--- src/rtl/ultra_sensor_ctrl.sv ---
`default_nettype none
// ============================================================================
//  Module      : ultra_sensor_ctrl
//  Description : HC-SR04 measurement controller. Issues the trigger pulse,
//                times the echo in 1 us ticks, converts to centimetres and
//                presents the result with a valid strobe. Times out on a
//                missing or stuck echo.
//  Revision    : 1.0 - initial release
// ============================================================================
module ultra_sensor_ctrl #(
    parameter int TRIG_US    = 10,
    parameter int TIMEOUT_US = 30000,
    parameter int US_PER_CM  = 58,
    parameter int DIST_W     = 10
) (
    input  logic              iClk,
    input  logic              iRst,
    input  logic              iTick_1us,
    input  logic              iStart,
    input  logic              iEcho,
    output logic              oRun,
    output logic              oClear,
    output logic              oTrig,
    output logic              oBusy,
    output logic [DIST_W-1:0] oDist,
    output logic              oValid,
    output logic              oError
);

    // Counter widths sized to hold their terminal values
    localparam int c_TRIG_W = $clog2(TRIG_US + 1);
    localparam int c_TO_W   = $clog2(TIMEOUT_US + 1);
    localparam int c_SUB_W  = $clog2(US_PER_CM + 1);

    localparam logic [c_TRIG_W-1:0] c_TRIG_LAST = c_TRIG_W'(TRIG_US - 1);
    localparam logic [c_TO_W-1:0]   c_TO_LAST   = c_TO_W'(TIMEOUT_US - 1);
    localparam logic [c_TO_W-1:0]   c_TO_MAX    = c_TO_W'(TIMEOUT_US);
    localparam logic [c_SUB_W-1:0]  c_SUB_LAST  = c_SUB_W'(US_PER_CM - 1);

    typedef enum logic [2:0] {
        S_IDLE = 3'd0,
        S_TRIG = 3'd1,
        S_WAIT = 3'd2,
        S_MEAS = 3'd3,
        S_DONE = 3'd4
    } state_t;

    state_t              r_state;
    logic [c_TRIG_W-1:0] r_trigCnt;
    logic [c_TO_W-1:0]   r_toCnt;
    logic [c_SUB_W-1:0]  r_subCnt;
    logic [DIST_W-1:0]   r_cmCnt;

    logic r_echoMeta;
    logic r_echoSync;
    logic r_echoDly;

    logic w_echoRise;
    logic w_echoFall;
    logic w_toHit;

    // Two-flop synchroniser for the raw echo plus a delay flop for edges
    always_ff @(posedge iClk or posedge iRst) begin
        if (iRst) begin
            r_echoMeta <= 1'b0;
            r_echoSync <= 1'b0;
            r_echoDly  <= 1'b0;
        end else begin
            r_echoMeta <= iEcho;
            r_echoSync <= r_echoMeta;
            r_echoDly  <= r_echoSync;
        end
    end

    assign w_echoRise = r_echoSync & ~r_echoDly;
    assign w_echoFall = ~r_echoSync & r_echoDly;
    // The counter may sit at TIMEOUT_US if a rise won against the final tick,
    // so compare with >= to guarantee the timeout still fires afterwards.
    assign w_toHit    = iTick_1us && (r_toCnt >= c_TO_LAST);

    // Measurement FSM with all outputs registered alongside the state
    always_ff @(posedge iClk or posedge iRst) begin
        if (iRst) begin
            r_state   <= S_IDLE;
            r_trigCnt <= '0;
            r_toCnt   <= '0;
            r_subCnt  <= '0;
            r_cmCnt   <= '0;
            oRun      <= 1'b0;
            oClear    <= 1'b0;
            oTrig     <= 1'b0;
            oBusy     <= 1'b0;
            oDist     <= '0;
            oValid    <= 1'b0;
            oError    <= 1'b0;
        end else begin
            oClear <= 1'b0;
            oValid <= 1'b0;
            case (r_state)
                S_IDLE: begin
                    if (iStart) begin
                        r_state   <= S_TRIG;
                        r_trigCnt <= '0;
                        r_toCnt   <= '0;
                        r_subCnt  <= '0;
                        r_cmCnt   <= '0;
                        oClear    <= 1'b1;
                        oError    <= 1'b0;
                        oTrig     <= 1'b1;
                        oRun      <= 1'b1;
                        oBusy     <= 1'b1;
                    end
                end

                S_TRIG: begin
                    if (iTick_1us) begin
                        if (r_trigCnt == c_TRIG_LAST) begin
                            r_state <= S_WAIT;
                            oTrig   <= 1'b0;
                        end else begin
                            r_trigCnt <= r_trigCnt + 1'b1;
                        end
                    end
                end

                S_WAIT: begin
                    if (iTick_1us && (r_toCnt != c_TO_MAX)) begin
                        r_toCnt <= r_toCnt + 1'b1;
                    end
                    // Only a rise seen inside this state counts; an echo that
                    // was already high on entry leads to a timeout.
                    if (w_echoRise) begin
                        r_state <= S_MEAS;
                    end else if (w_toHit) begin
                        r_state <= S_IDLE;
                        oError  <= 1'b1;
                        oRun    <= 1'b0;
                        oBusy   <= 1'b0;
                    end
                end

                S_MEAS: begin
                    if (iTick_1us) begin
                        if (r_toCnt != c_TO_MAX) begin
                            r_toCnt <= r_toCnt + 1'b1;
                        end
                        if (r_subCnt == c_SUB_LAST) begin
                            r_subCnt <= '0;
                            if (r_cmCnt != {DIST_W{1'b1}}) begin
                                r_cmCnt <= r_cmCnt + 1'b1;
                            end
                        end else begin
                            r_subCnt <= r_subCnt + 1'b1;
                        end
                    end
                    // A fall in the same cycle as the timeout yields a result
                    if (w_echoFall) begin
                        r_state <= S_DONE;
                        oRun    <= 1'b0;
                    end else if (w_toHit) begin
                        r_state <= S_IDLE;
                        oError  <= 1'b1;
                        oRun    <= 1'b0;
                        oBusy   <= 1'b0;
                    end
                end

                S_DONE: begin
                    // cm counter already includes any tick from the fall cycle
                    oDist   <= r_cmCnt;
                    oValid  <= 1'b1;
                    r_state <= S_IDLE;
                    oBusy   <= 1'b0;
                end

                default: begin
                    r_state <= S_IDLE;
                    oTrig   <= 1'b0;
                    oRun    <= 1'b0;
                    oBusy   <= 1'b0;
                end
            endcase
        end
    end

endmodule
`default_nettype wire

--- config.mk ---
export PLATFORM = sky130hd
export DESIGN_NAME = ultra_sensor_ctrl
export DESIGN_NICKNAME = d
export VERILOG_FILES = /design/src/rtl/ultra_sensor_ctrl.sv
export SDC_FILE = /design/constraint.sdc
export NUM_CORES = 1
export LEC_CHECK = 0
export BUFFER_PORTS_ARGS = -buffer_cell sky130_fd_sc_hd__buf_4
export CAP_MARGIN = 10
export CORE_MARGIN = 4
export CORE_UTILIZATION = 43
export CTS_BUF_LIST = sky130_fd_sc_hd__clkbuf_8
export CTS_CLUSTER_DIAMETER = 30
export DETAILED_ROUTE_END_ITERATION = 10
export GPL_TIMING_DRIVEN = 0
export PLACE_DENSITY = 0.66
export SYNTH_ARGS = -nofsm -noshare
export SYNTH_HDL_FRONTEND = slang
export SYNTH_SLANG_ARGS = --single-unit
--- constraint.sdc ---
create_clock -name iClk -period 3 [get_ports iClk]
set_input_delay 0.15 -clock iClk [delete_from_list [all_inputs] [get_ports iClk]]
set_output_delay 0.15 -clock iClk [all_outputs]
set_load 0.02 [all_outputs]
# Word level (Yosys, flattened, before mapping)
# Index checks and enable logic that the tools add are counted.
# word_totals
register_bits,57
wordCells,108
# classes
n_addsub,4
magnitude_cmp,1
eq_ne,19
muxes,45
bitwise_logic,7
n_reduce_logical,17
# ops
op,n
15-bit 2-to-1 mux,4
15-bit one-hot mux with 3 select lines,1
10-bit 2-to-1 mux,4
2-bit inequality test (second input constant),11
10-bit one-hot mux with 2 select lines,1
3-bit 2-to-1 mux,6
6-bit 2-to-1 mux,3
1-bit 2-to-1 mux,16
4-bit AND reduction,4
15-bit by 1-bit adder with 15-bit output (second input constant),1
15-bit greater-or-equal comparator (second input constant),1
15-bit inequality test (second input constant),1
4-bit 2-to-1 mux,3
3-bit one-hot mux with 4 select lines,1
6-bit one-hot mux with 2 select lines,1
10-bit by 1-bit adder with 10-bit output (second input constant),1
10-bit inequality test (second input constant),1
5-bit AND reduction,2
3-bit AND reduction,3
1-bit one-hot mux with 4 select lines,2
4-bit one-hot mux with 2 select lines,1
6-bit by 1-bit adder with 6-bit output (second input constant),1
3-bit by 2-bit equality test with 1-bit output (second input constant),2
6-bit equality test (second input constant),1
other kinds (13),21

# Longest topological paths before layout
# Gate-level depths: netlist of run 1.
# logic_depth
word_depth,5
mapped_depth,7
mapped_depth_nobuf,7

# Worst setup path before layout of run 1
# Ideal clock, no wire load.
# synth_timing
kind,register to register
from,reg r_cmCnt[0]
to,reg r_cmCnt[5]
setup_ns,0.078
arrival_time_ns,2.026
required_time_ns,2.922
setup_slack_ns,0.896
path_stages_with_launch,7
synth_period_minus_slack_ns,2.104
cell_sequence,dfrtp_1 > ha_1 > and4_1 > and4_4 > or4_4 > or3_1 > a21oi_1
# synth_via
elab_chain_len,5
word_cells_on_any_way,8
cone_classes,add/sub: 1; eq/ne: 2; mux: 4; reduce/logical: 1
# synth_lines
item,line,rtl
"start, declared",52,logic [DIST_W-1:0] r_cmCnt;
"start signal, assigned",150,r_cmCnt <= r_cmCnt + 1'b1;
10-bit by 1-bit adder with 10-bit output,150,
10-bit 2-to-1 mux,149,if (r_cmCnt != {DIST_W{1'b1}}) begin
10-bit 2-to-1 mux,147,if (r_subCnt == c_SUB_LAST) begin
10-bit 2-to-1 mux,143,if (iTick_1us) begin
10-bit one-hot mux with 2 select lines,99,case (r_state)
# Parallel ways exist; a longest one is shown, timed or not. The select of a mux whose other input is x is not followed.
# A chain may end at the register's enable or synchronous reset.

# Worst setup path after layout of run 1
# layout_timing
from,reg r_state[0]
to,reg r_cmCnt[3]
# layout_via
elab_chain_len,3
word_cells_on_any_way,9
cone_classes,eq/ne: 5; mux: 1; reduce/logical: 3
# layout_lines
item,line,rtl
"start, declared",48,state_t r_state;
"start signal, assigned",84,r_state <= S_IDLE;
"start signal, assigned",102,r_state <= S_TRIG;
"start signal, assigned",118,r_state <= S_WAIT;
3-bit by 2-bit equality test with 1-bit output / 3-bit zero test (equally long branches),99,
2-bit inequality test (no source line) / 2-bit nonzero test (equally long branches),-,
5-bit AND reduction (no source line),-,
# Parallel ways exist; a longest one is shown, timed or not.

==> reports/qor.yml, run 1 <==
cts_root_buffer: "clkbuf_8"
postRouteAntennaNets: 0
busiest_layer: "met2"
fin_setup_tns_ps: 0
cp-start-kind: "flip-flop"
cts_sinks: 57
core_region_area_mm2: 0.00676
synth_top_family_by_area: "simple AND/OR/NAND/NOR gates"
finalNonFillerCells: 422
seq_area_frac_synth_pct: 48.0
synthMuxAreaShare_pct: 5.90
cts_buffers: 9
ios: 21
yosys.area_share.simple_pct: 23.3
dpl.hpwl_mm: 4.30
synth_compound_area_share_pct: 11.9
finalPower_mw: 1.98
clk_latency_ps: 340
die_w_um: 91.1
fin_nets: 351
drt_iter0_markers: 110
grt_max_degree: 42
finalSetupViolations: 0
syn2layout_area_growth_pct: 14.8
reg2reg_depth: 6
cts_tree: "done"
crit_chain: "buf_4 > nor4b_4 > nor2_2 > or4_4 > or3_1 > a21oi_1"
synth.avg_cell_area_um2: 9.74
grt-ovfl-total: 0
synth-adder-area-share_pct: 2.95
clk_pin_slew_ps: 70
wirelength_mm: 6.10
worst_path_largest_cell_delay_ps: 570
synth_cells: 305
holdBufCountCts: 2
antenna_cells: 0
vias_per_cell: 5.59
design_area_mm2: 0.00341
portBuffers: 20
firstDrtPassIters: 5
fin_worst_skew_ps: 7.07
post-route-min-period_ps: 2300
vdd_drop_max_mv: 0.381
ys_ff_latch: 57
ys_warn_count: 0
timing.fmax_mhz: 435
vias: 2360
use_met1_pct: 21.3
grt_pass1_wl_mm: 10.8
hold_path_class: "primary input to flip-flop"
worstPathArrival_ps: 2560
relSlewSlack_pct: 53.5
wl_per_cell_um: 14.4
ys_types: 47
powerDensity_mw_per_mm2: 582
crit_slowest_cell: "nor4b_4"
period_share_pct: 76.6
post_cts_buffers: 0
drv_slew: 0
hold_viol: 0
antenna_found_initial: 0
synthArstFlopShare_pct: 100
r2r-start: "r_state[0]"
min_path_cells: 3
ys.flop_type: "dfrtp_1"
clock_path_buffers: 2
endpoint_kind: "flip-flop"
cap_violations: 0
place_area_mm2: 0.00324
cts_max_level: 3
met2_usage_pct: 24.6
grtUsageMet3_pct: 3.23
cellLeakagePower_nw: 1.48
drc: 0
min_from: "iTick_1us"
path_max_fanout: 10
fin_util_pct: 50.5
r2r_slack_ps: 700
crit_type: "flip-flop to flip-flop"
initial_core_util_pct: 44.0
outcome: "finished clean"
rsz0062_at_grt: "no"
row_count: 30
grt.total_usage_pct: 16.0
worst_pin_slew_ps: 692
synth_enable_flop_cells: 0
required_ps: 3260
syn_area_mm2: 0.00297
min_to: "r_toCnt[4]"
grt_pass1_vias: 2266
cts_resized: 0
die_area_mm2: 0.00830
r2r_end: "r_cmCnt[3]"
drive_gt1_share_pct: 16.7
dp_cells: 406
synth_xor_area_share_pct: 4.42
synth_fp_nets: 317
dieHeight_um: 91.1
gp_congestion: 0.801
layout make-up:
cell class                 instances  area [µm²]
multi-input combinational        221        1440
clock inverter                     5        26.3
timing repair buffer              23         190
clock buffer                       9         124
buffer                            14        56.3
tap                               80         100
inverter                          13        48.8
fill                             658        3350
sequential                        57        1430
worst max-delay path: cells and delay by family, from the launching register on:
family,cells,cell delay (ps)
buffers and inverters,1,170
and+or+nand+nor,4,1550
AOI/OAI and AO/OA,1,150
DFF,1,360
placed cells by master (no fill, tap or decap), types with 5 or more instances in the layout:
cell type	netlist	final
nand4_1	7	7
o31ai_1	5	5
nand2_1	22	22
clkbuf_1	13	13
a21oi_1	13	13
mux2_2	12	12
o21ai_0	18	18
ha_1	7	7
nor3_1	13	13
a31oi_1	6	6
nor2_1	32	32
dfrtp_1	57	57
and4_1	5	5
inv_1	13	13
nor4_1	5	5
buf_4	1	21
nand3_1	11	11
xnor2_1	13	13
clkbuf_8	0	9
cell families after synthesis:
| group | Yosys count |
|---|---|
| compound gates | 57 |
| xor+xnor | 15 |
| flops | 57 |
| mux | 16 |
| fa+ha+maj | 7 |
| simple gates | 126 |
| buf+inv | 27 |
synth_stat cells (4+ instances only):
| cell type | number | share of area, % |
|---|---|---|
| a21oi_1 | 13 | 2.2 |
| a31oi_1 | 6 | 1.3 |
| and4_1 | 5 | 1.5 |
| clkbuf_1 | 13 | 1.6 |
| dfrtp_1 | 57 | 48 |
| ha_1 | 7 | 2.9 |
| inv_1 | 13 | 1.6 |
| mux2_2 | 12 | 4.5 |
| mux2i_1 | 4 | 1.3 |
| nand2_1 | 22 | 2.8 |
| nand3_1 | 11 | 1.9 |
| nand4_1 | 7 | 1.5 |
| nor2_1 | 32 | 4.0 |
| nor2b_1 | 4 | 0.84 |
| nor3_1 | 13 | 2.2 |
| nor4_1 | 5 | 1.1 |
| o21ai_0 | 18 | 3.0 |
| o31ai_1 | 5 | 1.3 |
| or3_1 | 4 | 0.84 |
| xnor2_1 | 13 | 3.8 |
registers in the layout (all words and copies together), names as in the netlist:
signal and flops:
oError 1, r_state 3, r_echoDly 1, r_cmCnt 10, r_subCnt 6, r_echoSync 1
r_toCnt 15, r_echoMeta 1, r_trigCnt 4, oClear 1, oValid 1, oBusy 1
oRun 1, oTrig 1, oDist 10
metal layers:
layer	up-vias	part of all wire [%]	wire, µm
met2	43	47	2860
li1	1165	-	-
met1	1138	48	2930
met3	14	2.8	173
met5	-	0	0
met4	0	2.2	133
worst max path at each step:
stage / slack [ps] / from / cells after the start / to
after floorplan: 900 / r_cmCnt[0] / 6 / r_cmCnt[5]
after global placement: 690 / iRst / 2 / r_echoDly
after detailed placement: 710 / r_state[0] / 6 / r_cmCnt[5]
after CTS: 690 / r_state[0] / 6 / r_cmCnt[3]
after global routing: 530 / r_state[0] / 6 / r_cmCnt[5]
final: 700 / r_state[0] / 6 / r_cmCnt[3]
power breakdown:
group          leakage, nW  internal [mW]  total, mW  switching (mW)
Clock               0.0819          0.282      0.577           0.295
Sequential           0.766          0.844      0.914          0.0702
Combinational        0.631          0.197      0.493           0.295
through the flow:
stage / setup WS (ps) / hold WS (ps)
3_3_place_gp: 690 / 260
3_5_place_dp: 706 / 165
4_1_cts: 690 / 218
2_1_floorplan: 896 / 181
5_1_grt: 535 / 246
6_report: 702 / 237
No activity file was read; power rests on OpenSTA's default activity.
==> run 2: changes to the inputs <==
==> constraint.sdc (replaced) <==
create_clock -name iClk -period 2.2 [get_ports iClk]
set_input_delay 0.11 -clock iClk [delete_from_list [all_inputs] [get_ports iClk]]
set_output_delay 0.11 -clock iClk [all_outputs]
set_load 0.02 [all_outputs]
==> run 2 against run 1 <==
  * Register-to-register slack worse by 620 ps
  * First-iteration DRC count up 11%
  * Clock power is 35% higher
  * Routed wire length rose by 1.0%
  * Clock skew is 0.64 ps lower
  * Critical path type unchanged
  * Global-route usage rose by 0.053 points
  * Power increased by 38%
  * Largest cell class unchanged
  * Critical endpoint unchanged
  * Combinational power is 43% higher
  * Final area up 2.1%
  * Flip-flop and latch count stayed put
  * Sequential share of layout area is 0.87 points lower
  * Die area stayed put
==> reports/qor.yml, run 2 (synthesis gave the netlist of run 1 again) <==
grt_max_degree: 42  # unchanged
cts_root_buffer: "clkbuf_8"
initial_core_util_pct: 44.0  # unchanged
cts_max_level: 3  # unchanged
gp_congestion: 0.801  # unchanged
vdd_drop_max_mv: 0.517  # +36%
layout_commonest_cell: "dfrtp_1"
path_max_fanout: 7  # -3
final_cell_mix: "dfrtp_1 (57), nor2_1 (32), buf_4 (28)"
grt-ovfl-total: 0  # unchanged
largest_register_ffs: 15  # unchanged
relSlewSlack_pct: 55.5  # +2.0 points
antenna_found_initial: 0  # unchanged
syn2layout_area_growth_pct: 17.3
row_count: 30  # unchanged
cp-start-kind: "flip-flop"
drt_iter0_markers: 122  # +11%
drive_gt1_share_pct: 20.8  # +4.1 points
top_register: "r_toCnt"
firstDrtPassIters: 4  # -1
drc: 0  # unchanged
cellLeakagePower_nw: 1.52  # +3.0%
worstPathArrival_ps: 2380  # -180 ps
dieHeight_um: 91.1  # unchanged
powerDensity_mw_per_mm2: 784  # +35%
core_region_area_mm2: 0.00676  # unchanged
grt.total_usage_pct: 16.1  # +0.053 points
seqCellArea_mm2: 0.00143  # unchanged
die_area_mm2: 0.00830  # unchanged
wirelength_mm: 6.16  # +1.0%
multi_input_area_mm2: 0.00147  # +1.8%
die_w_um: 91.1  # unchanged
finalSetupViolations: 0  # unchanged
wl_per_cell_um: 14.5  # about the same
worst_pin_slew_ps: 662  # -30.1 ps
cap_violations: 0  # unchanged
fin_worst_skew_ps: 6.43  # -0.636 ps
timing.fmax_mhz: 471  # +8.3%
r2r-start: "r_cmCnt[1]"
grt_pass1_vias: 2262  # -0.18%
period_share_pct: 96.5  # +20 points
post-route-min-period_ps: 2120  # -176 ps
endpoint_kind: "flip-flop"
min_path_cells: 3  # unchanged
crit_start: "r_cmCnt[1]"
cts_sinks: 57  # unchanged
rsz0062_at_grt: "no"
reg_top3: "r_toCnt: 15 flops, oDist: 10 flops, r_cmCnt: 10 flops"
cts_tree: "done"
critPathCapture: "r_cmCnt[3]"
clk_pin_slew_ps: 60  # about the same
hold_path_class: "primary input to flip-flop"
hold_viol: 0  # unchanged
dpl.hpwl_mm: 4.30  # unchanged
clock_path_buffers: 2  # unchanged
vias_per_cell: 5.59  # about the same
outcome: "finished clean"
ios: 21  # unchanged
nFillCells: 648  # -1.5%
fin_nets: 355  # +1.1%
crit_type: "flip-flop to flip-flop"
grt_pass1_wl_mm: 10.8  # +0.38%
r2r_end: "r_cmCnt[3]"
required_ps: 2460  # -800 ps
r2r_slack_ps: 80  # -620 ps
reg2reg_depth: 6  # unchanged
fin_setup_tns_ps: 0  # unchanged
vias: 2381  # +0.89%
cts_buffers: 9  # unchanged
drv_slew: 0  # unchanged
postRouteAntennaNets: 0  # unchanged
clk_latency_ps: 340  # about the same
finalPower_mw: 2.73  # +38%
portBuffers: 20  # unchanged
antenna_cells: 0  # unchanged
==> run 2: cell count changes in the layout (fill, tap and decap cells not counted) <==
cell / before / now
buf_4: 21 / 28
clkbuf_1: 13 / 6
clkbuf_2: 0 / 4
nor4_1: 5 / 3
nor4_2: 0 / 2
and4b_1: 1 / 0
and4b_2: 0 / 1
ha_1: 7 / 6
ha_4: 0 / 1
==> run 2: critical path: stages (launching register included) <==
cell and delay (ps):
dfrtp_1 410, ha_4 200, and4_1 210, and4_4 210, or4_4 540, or3_1 320, a21oi_1 150
==> run 2: metal layers <==
metal  part of all wire [%]  global-route usage (%)  vias up
met5                      0                       0        -
met3                    2.7                    3.23       11
li1                       -                       -     1172
met1                     47                    21.5     1162
met4                    2.0                    8.17        0
met2                     48                    24.6       36
==> run 2: report_power, final <==
group	switching [mW]	internal [mW]	leakage (nW)
registers	0.0929	1.15	0.766
logic	0.411	0.292	0.676
clock network	0.397	0.384	0.0819
==> run 2: how the worst min path moves through the flow <==
| stage | end | slack (ps) | start |
|---|---|---|---|
| after floorplan | r_echoMeta | 140 | iEcho |
| after global placement | r_echoMeta | 220 | iEcho |
| after detailed placement | oValid | 130 | iRst |
| after CTS | r_toCnt[4] | 180 | iTick_1us |
| after global routing | r_toCnt[4] | 210 | iTick_1us |
| final | r_toCnt[4] | 200 | iTick_1us |
==> run 2: per-stage QoR <==
step                      worst slack (ps)  instances  hold WS (ps)  utilization, %  instance area, µm²
after floorplan                       96.2        305           141               -                2970
after global placement               -70.2        405           220            47.7                3220
after detailed placement             -93.8        406           125            48.0                3240
after CTS                             19.8        423           178            50.8                3430
after global routing                  4.92        426           206            51.6                3480
final                                 77.9        426           199            51.6                3480
==> run 2: what timing repair did <==
item	CTS	global route
endpoints found under the setup margin	11	21
hold endpoints to repair	17	0
hold buffers	2	0
buffers inserted	3	4
pin swaps	1	1
resized for setup	2	10
==> run 2: cell type report <==
class | instances | share of cell area (%)
Buffer | 11 | 1.44
Sequential cell | 57 | 40.9
Inverter | 13 | 1.40
Clock inverter | 5 | 0.754
Clock buffer | 9 | 3.56
Multi-Input combinational cell | 221 | 42.1
Timing Repair Buffer | 30 | 6.97
Tap cell | 80 | 2.87
